File: config.mk
export PLATFORM = sky130hd
export DESIGN_NAME = tx_symbol_scheduler
export DESIGN_NICKNAME = d
export VERILOG_FILES = /design/src/rtl/tx_symbol_scheduler.sv
export SDC_FILE = /design/constraint.sdc
export NUM_CORES = 1
export LEC_CHECK = 0
export ABC_AREA = 1
export ABC_CLOCK_PERIOD_IN_PS = 1500
export CORE_MARGIN = 8
export CORE_UTILIZATION = 35
export DETAILED_ROUTE_END_ITERATION = 16
export RECOVER_POWER = 50
export SLEW_MARGIN = 20
export SYNTH_ARGS = -nofsm -noshare
export SYNTH_HDL_FRONTEND = slang
export SYNTH_SLANG_ARGS = --single-unit
File: constraint.sdc
create_clock -name BitCLK_10 -period 1.5 [get_ports BitCLK_10]
set_input_delay 0.3 -clock BitCLK_10 [delete_from_list [all_inputs] [get_ports BitCLK_10]]
set_output_delay 0.3 -clock BitCLK_10 [all_outputs]
set_load 0.05 [all_outputs]
File: src/rtl/tx_symbol_scheduler.sv
`default_nettype none
// ============================================================================
// Module   : tx_symbol_scheduler
// Function : Symbol sequencer for the 8b/10b TX path. It handles alignment,
//            SOF/data/EOF framing, idle fill and periodic skip insertion.
// Revision : 1.0 - initial release
// ============================================================================
module tx_symbol_scheduler #(
    parameter int ALIGN_COUNT   = 16,
    parameter int SKIP_INTERVAL = 64,
    parameter int UNDERRUN_W    = 8
) (
    input  logic                  BitCLK_10,
    input  logic                  Reset,
    input  logic                  Enable,
    input  logic [7:0]            s_data,
    input  logic                  s_valid,
    input  logic                  s_last,
    output logic                  s_ready,
    output logic [7:0]            TxParallel_8,
    output logic                  TxDataK,
    output logic                  link_up,
    output logic [UNDERRUN_W-1:0] underrun_cnt
);

    localparam int AW = (ALIGN_COUNT > 1) ? $clog2(ALIGN_COUNT) : 1;
    localparam int SW = $clog2(SKIP_INTERVAL);

    localparam logic [AW-1:0] c_ALIGN_LAST = AW'(ALIGN_COUNT - 1);
    localparam logic [AW-1:0] c_ALIGN_ONE  = AW'(1);
    localparam logic [SW-1:0] c_SKIP_LAST  = SW'(SKIP_INTERVAL - 1);
    localparam logic [SW-1:0] c_SYM_ONE    = SW'(1);
    localparam logic [UNDERRUN_W-1:0] c_UND_ONE = UNDERRUN_W'(1);

    localparam logic [7:0] c_K28_5 = 8'hBC;
    localparam logic [7:0] c_K27_7 = 8'hFB;
    localparam logic [7:0] c_K29_7 = 8'hFD;
    localparam logic [7:0] c_K28_0 = 8'h1C;
    localparam logic [7:0] c_K23_7 = 8'hF7;

    typedef enum logic [1:0] {
        ST_ALIGN = 2'd0,
        ST_IDLE  = 2'd1,
        ST_DATA  = 2'd2,
        ST_EOF   = 2'd3
    } state_t;

    state_t                r_state;
    logic [AW-1:0]         r_align_cnt;
    logic [SW-1:0]         r_sym_cnt;
    logic [7:0]            r_tx_byte;
    logic                  r_tx_k;
    logic                  r_link_up;
    logic [UNDERRUN_W-1:0] r_underrun;

    logic                  w_skip_due;
    logic [SW-1:0]         w_sym_inc;

    assign w_skip_due = r_link_up & (r_sym_cnt == c_SKIP_LAST);
    // Saturating so a skip deferred by EOF is still pending in the next IDLE cycle
    assign w_sym_inc  = (r_sym_cnt == c_SKIP_LAST) ? r_sym_cnt : r_sym_cnt + c_SYM_ONE;

    assign s_ready      = (r_state == ST_DATA) & Enable & ~w_skip_due;
    assign TxParallel_8 = r_tx_byte;
    assign TxDataK      = r_tx_k;
    assign link_up      = r_link_up;
    assign underrun_cnt = r_underrun;

    always_ff @(posedge BitCLK_10 or posedge Reset) begin
        if (Reset) begin
            r_state     <= ST_ALIGN;
            r_align_cnt <= '0;
            r_sym_cnt   <= '0;
            r_tx_byte   <= c_K28_5;
            r_tx_k      <= 1'b1;
            r_link_up   <= 1'b0;
            r_underrun  <= '0;
        end else if ((r_state != ST_ALIGN) && !Enable) begin
            // Dropping Enable abandons any open packet without an EOF
            r_state     <= ST_ALIGN;
            r_align_cnt <= '0;
            r_sym_cnt   <= '0;
            r_tx_byte   <= c_K28_5;
            r_tx_k      <= 1'b1;
            r_link_up   <= 1'b0;
        end else begin
            case (r_state)
                ST_ALIGN: begin
                    r_tx_byte <= c_K28_5;
                    r_tx_k    <= 1'b1;
                    r_sym_cnt <= '0;
                    if (!Enable) begin
                        r_align_cnt <= '0;
                    end else if (r_align_cnt == c_ALIGN_LAST) begin
                        r_align_cnt <= '0;
                        r_link_up   <= 1'b1;
                        r_state     <= ST_IDLE;
                    end else begin
                        r_align_cnt <= r_align_cnt + c_ALIGN_ONE;
                    end
                end
                ST_IDLE: begin
                    r_tx_k <= 1'b1;
                    if (w_skip_due) begin
                        r_tx_byte <= c_K28_0;
                        r_sym_cnt <= '0;
                    end else if (s_valid) begin
                        r_tx_byte <= c_K27_7;
                        r_sym_cnt <= w_sym_inc;
                        r_state   <= ST_DATA;
                    end else begin
                        r_tx_byte <= c_K28_5;
                        r_sym_cnt <= w_sym_inc;
                    end
                end
                ST_DATA: begin
                    if (w_skip_due) begin
                        r_tx_byte <= c_K28_0;
                        r_tx_k    <= 1'b1;
                        r_sym_cnt <= '0;
                    end else if (s_valid) begin
                        r_tx_byte <= s_data;
                        r_tx_k    <= 1'b0;
                        r_sym_cnt <= w_sym_inc;
                        if (s_last) begin
                            r_state <= ST_EOF;
                        end
                    end else begin
                        r_tx_byte <= c_K23_7;
                        r_tx_k    <= 1'b1;
                        r_sym_cnt <= w_sym_inc;
                        if (r_underrun != '1) begin
                            r_underrun <= r_underrun + c_UND_ONE;
                        end
                    end
                end
                ST_EOF: begin
                    r_tx_byte <= c_K29_7;
                    r_tx_k    <= 1'b1;
                    r_sym_cnt <= w_sym_inc;
                    r_state   <= ST_IDLE;
                end
                default: begin
                    r_state <= ST_ALIGN;
                end
            endcase
        end
    end

endmodule
`default_nettype wire
After elaboration in Yosys (flattened, before gate mapping)
Index checks and enable logic that the tools add are counted.

Add/subtract/negate cells: 3. $mul: 0. Divide/modulo/power cells: 0. Magnitude comparators: 0. Equal/unequal tests: 13. Shift-type cells: 0. Mux-type cells: 31. Bitwise logic cells: 6. Reductions and logical operators: 12.

Operators by type and width (count): $mux 8 (4); $pmux 8 s4 (1); $mux 6 (3); $pmux 6 s3 (1); $mux 2 (8); $mux 4 (4); $ne 3x3->1 const B (4); $ne 3x2->1 const B (3); $add 8x1->8 const B (1); $ne 8x8->1 const B (1); $pmux 2 s4 (1); $reduce_bool 2->1 (4); $mux 1 (7); $mux 7 (1); $reduce_and 7->1 (1); $add 6x1->6 const B (1); $eq 6x6->1 const B (1); $reduce_and 5->1 (1); $add 4x1->4 const B (1); $eq 2x2->1 const B (2); $eq 4x4->1 const B (1); $and 1x1->1 (3); $not 1->1 (3); $reduce_and 3->1 (1); 7 further kinds (7).

Register bits: 30. Latch bits: 0. RAM bits: 0. Memory bits (read-only): 0. Input bits: 13. Output and inout port bits: 19. Logic and storage cells: 72. Memories kept: 0.

Longest topological paths before layout
Word-level depth: 5. Gate-level depth with buffers: 9. Mapped depth without buffers: 9.

Worst setup path after synthesis
OpenSTA, ideal clock, no wires.

Path type: register -> register. Start point: register r_underrun[0] (netlist: underrun_cnt[0]). End point: register r_underrun[7] (netlist: underrun_cnt[7]). Setup time: 0.066 ns. Data arrival time: 1.648 ns. Data required time: 1.434 ns. Path slack: -0.214 ns. Stages on the path, launching flop included: 10. Buffers on the path: 0. Clock period less this slack: 1.714 ns. Path through: dfrtp_1 > ha_1 > inv_1 > nor2_1 > nand2_1 > nor2_1 > a21oi_4 > inv_2 > nand2_1 > nand2_1.

Word-level cells in the longest chain between the ends: 2. Elaborated cells between the ends (all ways): 3. Classes of those cells: add/sub (1); eq/ne (1); reduce/logical (1).

Ends and longest elaborated chain: start: declaration (RTL line 54) `logic [UNDERRUN_W-1:0] r_underrun;`; start signal: assignment (RTL line 133) `r_underrun <= r_underrun + c_UND_ONE;`; branches (longest 2 deep; another with $add 8x1->8).

Parallel ways; which one is timed is not known. A chain may end at the register's enable or synchronous reset.

Worst setup path in the final report
Start point: register r_sym_cnt[0]. End point: output s_ready.

Word-level cells in the longest chain between the ends: 4.

Ends and longest elaborated chain: start: declaration (RTL line 50) `logic [SW-1:0] r_sym_cnt;`; start signal: assignment (RTL line 109) `r_sym_cnt <= w_sym_inc;`; start signal: assignment (RTL line 113) `r_sym_cnt <= w_sym_inc;`; start signal: assignment (RTL line 124) `r_sym_cnt <= w_sym_inc;`; $eq 6x6->1 (RTL line 59) `assign w_skip_due = r_link_up & (r_sym_cnt == c_SKIP_LAST);`; $and 1x1->1 (RTL line 59); $not 1->1 (no line); $and 1x1->1 (RTL line 63) `assign s_ready = (r_state == ST_DATA) & Enable & ~w_skip_due;`; end: declaration (RTL line 19) `output logic s_ready,`.

Every way passes these cells.

==> summary.txt <==
CTS
  • Total CTS buffers: 5
  • Clock slew at reported path FFs: roughly 0.060 ns
  • H-tree Lvls: 2
  • Cts hold-fix bufs: 0
  • TritonCTS clock tree: done
  • Clk root buf: clkbuf_8
  • CTS sink cnt: 30
  • Clock buffer depth: 2
  • Worst-Skew Late Latency: about 0.28 ns

STA
  • Worst setup margin: -0.383 ns
  • Clock Skew: roughly 0.0052 ns
  • Worst slew pin tran: about 0.74 ns
  • Slew Limit Fails: 0
  • Setup TNS: -1.75 ns
  • Hold WS: 0.509 ns
  • Fmax: around 530 MHz
  • RSZ-0062 raised after global routing: yes
  • Slew Limit Headroom: 50.6%
  • Final Hold Fails: 0
  • Min Clock Period, post-route: 1.88 ns
  • Final setup violation count: 21
  • Final Cycle Share: 126%

Place
  • Placed cell areas: ~0.0025 mm^2
  • Dpl hpwl: a little over 3 mm
  • RD Place Congestion: 0.829
  • I/O Buffers: 31
  • Dpl cells: 320

Worst setup path
  • Crit path kind: register to output pin
  • Critical Path Slowest Stage Cell: dfrtp_1
  • Critical register-to-register path endpoint: underrun_cnt[1]
  • Worst Setup Start Kind: register
  • CP Data Required Time: between 1 and 1.5 ns
  • Crit Path Max Fanout: 3
  • Critical-path cell list: ha_2 > nand2_4 > nor2_4 > nand3_4 > nand2_4 > inv_4 > nand2_4 > clkinvlp_4 > buf_12
  • CP arrival: about 1.6 ns
  • R2r startpoint: r_sym_cnt[0]
  • Worst R2R Setup Slack: -0.13 ns
  • CP dominant cell by count: nand2_4
  • R2r worst-path depth: 11
  • Crit. End Element: output pin
  • CP max stage delay: ~0.36 ns

Floorplan
  • Width of the chip: around 84 um
  • Initial Util: 35.4%
  • Rows: 25
  • Ports: 32
  • Die Area: between 0.007 and 0.008 mm^2
  • Die H: 84.2 um
  • Core area: approximately 0.0046 mm^2

Layout
  • Final nets: 300
  • Most frequent cells in the layout: nand2_1, buf_4, nor2_1, dfrtp_1
  • Fraction of layout cells with a size suffix above 1: 37.9%
  • Final Instance Area: 0.00273 mm^2
  • Filler cells: about 400
  • Syn-to-layout area delta: 67.5%
  • # diodes: 0
  • Layout Cells excl Fill: approximately 330
  • Most common cell after layout, fill and taps aside: nand2_1

Synth
  • Synth Register Bits: 30
  • Synthesized area: between 0.0015 and 0.002 mm^2
  • Netlist cell types: 23
  • Cells after synthesis: 204
  • Synth Area per Inst: around 8.0 um^2
  • Seq/Total Area, Yosys: 46.5%
  • Synth warn: 0
  • Syn nets: between 200 and 250

Status
  • Status: finished, violations left
  • Violated checks: setup timing

Power
  • PD cells: between 1500 and 2000 mW/mm^2
  • Static leakage power: between 1 and 1.5 nW
  • Tot Pwr: between 4 and 5 mW
  • Worst vdd ir: approximately 0.00086 V

GRT
  • Overflow after GRT: 0
  • Largest net degree at the start of global routing: 31
  • Met2 usage: a little under a fifth
  • Global routing usage on met3: under 10%
  • Number of global-route vias before repair: around 1600
  • Total GRT Usage: 11.6%
  • Met1 Usage GRT: roughly 14%
  • Gr busiest metal: met2
  • First-pass GRT wire length: between 6 and 7 mm
  • Antenna violations before repair: 0

Drt
  • Post-route ant nets: 0
  • Vias per inst: around 4.6
  • Initial DRT Pass Iterations: 4
  • Via count: approximately 1500
  • Final WL: around 4.0 mm
  • 1st-iter DRT viols: 83
  • Wirelength per Cell: about 12 um
  • Residual DRC: 0

Run
  • Maximum capacitance violations: 0

Min path
  • Min-delay worst type: register to register
  • Worst Hold End: r_align_cnt[1]
  • HP Start: r_align_cnt[1]
  • Hold Path Depth: 2
[worst max path at each step]
stage                     depth (start not counted)    startpoint              end  slack (ns)
after floorplan                                   8  r_sym_cnt[0]          s_ready       -0.12
after global placement                            8        Enable  underrun_cnt[7]       -0.17
after detailed placement                          8        Enable  underrun_cnt[3]       -0.22
after CTS                                         9  r_sym_cnt[0]          s_ready       -0.37
after global routing                              9  r_sym_cnt[1]          s_ready       -0.48
final                                             9  r_sym_cnt[0]          s_ready       -0.38
[registers in the layout, summed over array words and instances, names as in the netlist]
register,flops
TxDataK,1
TxParallel_8,8
r_state,2
link_up,1
r_sym_cnt,6
underrun_cnt,8
r_align_cnt,4
[synth_stat cells (all sizes together)]
master	number	area, um^2
inv	25	93.8
dfrtp	24	601
xnor2	2	17.5
nor3	4	31.3
nand2	50	190
dfstp	6	158
xor2	5	43.8
a31oi	2	12.5
o211ai	1	7.51
a21oi	9	56.3
or2	1	6.26
and2	1	6.26
nand3	13	77.6
ha	8	100
o21ai	13	65.1
nor2	37	144
nand4	3	18.8
[cell families after synthesis]
group	after synthesis	share of synthesized area [%]
AO/OA/AOI/OAI	25	8.68
XOR/XNOR	7	3.76
adder cells (fa/ha/maj)	8	6.14
buffers and inverters	25	5.76
flip-flops	30	46.5
AND/OR/NAND/NOR	109	29.1
[layout make-up]
| class | instances | area, um^2 | area share (%) |
|---|---|---|---|
| clock inverters | 1 | 5.00 | 0.183 |
| multi-input cells | 149 | 917 | 33.6 |
| well taps | 54 | 67.6 | 2.48 |
| inverters | 25 | 100 | 3.67 |
| clock buffers | 7 | 86.3 | 3.16 |
| flip-flops and latches | 30 | 762 | 27.9 |
| repair buffers | 68 | 791 | 29.0 |
[worst max-delay path: cells and delay by family (launching register included)]
kind	cells	cell delay [ns]
and+or+nand+nor	5	0.46
DFF	1	0.36
buffers and inverters	3	0.27
adders and majority gates	1	0.21
[per-layer routing]
layer  vias to the layer above  wire length [um]
li1                        801                 -
met1                       704              1810
met2                        25              1930
met3                         7               178
met4                         0                56
met5                         -                 0
[through the flow]
step	util (%)	setup slack, ns
final	59.3	-0.383
after global routing	59.3	-0.483
after CTS	57.1	-0.372
after detailed placement	54.5	-0.225
after global placement	54.5	-0.174
after floorplan	-	-0.120
[where the power goes]
part           switching [mW]  internal [mW]  total, mW
sequential              0.170           1.06       1.23
combinational            1.39           1.24       2.63
clock                   0.291          0.369      0.660
[timing repair]
item / in CTS / in global routing
buffers inserted: 3 / 4
pin swaps: 0 / 11
endpoints found under the setup margin: 19 / 23
gates resized for setup: 3 / 27
No activity file was read; power rests on OpenSTA's default activity.
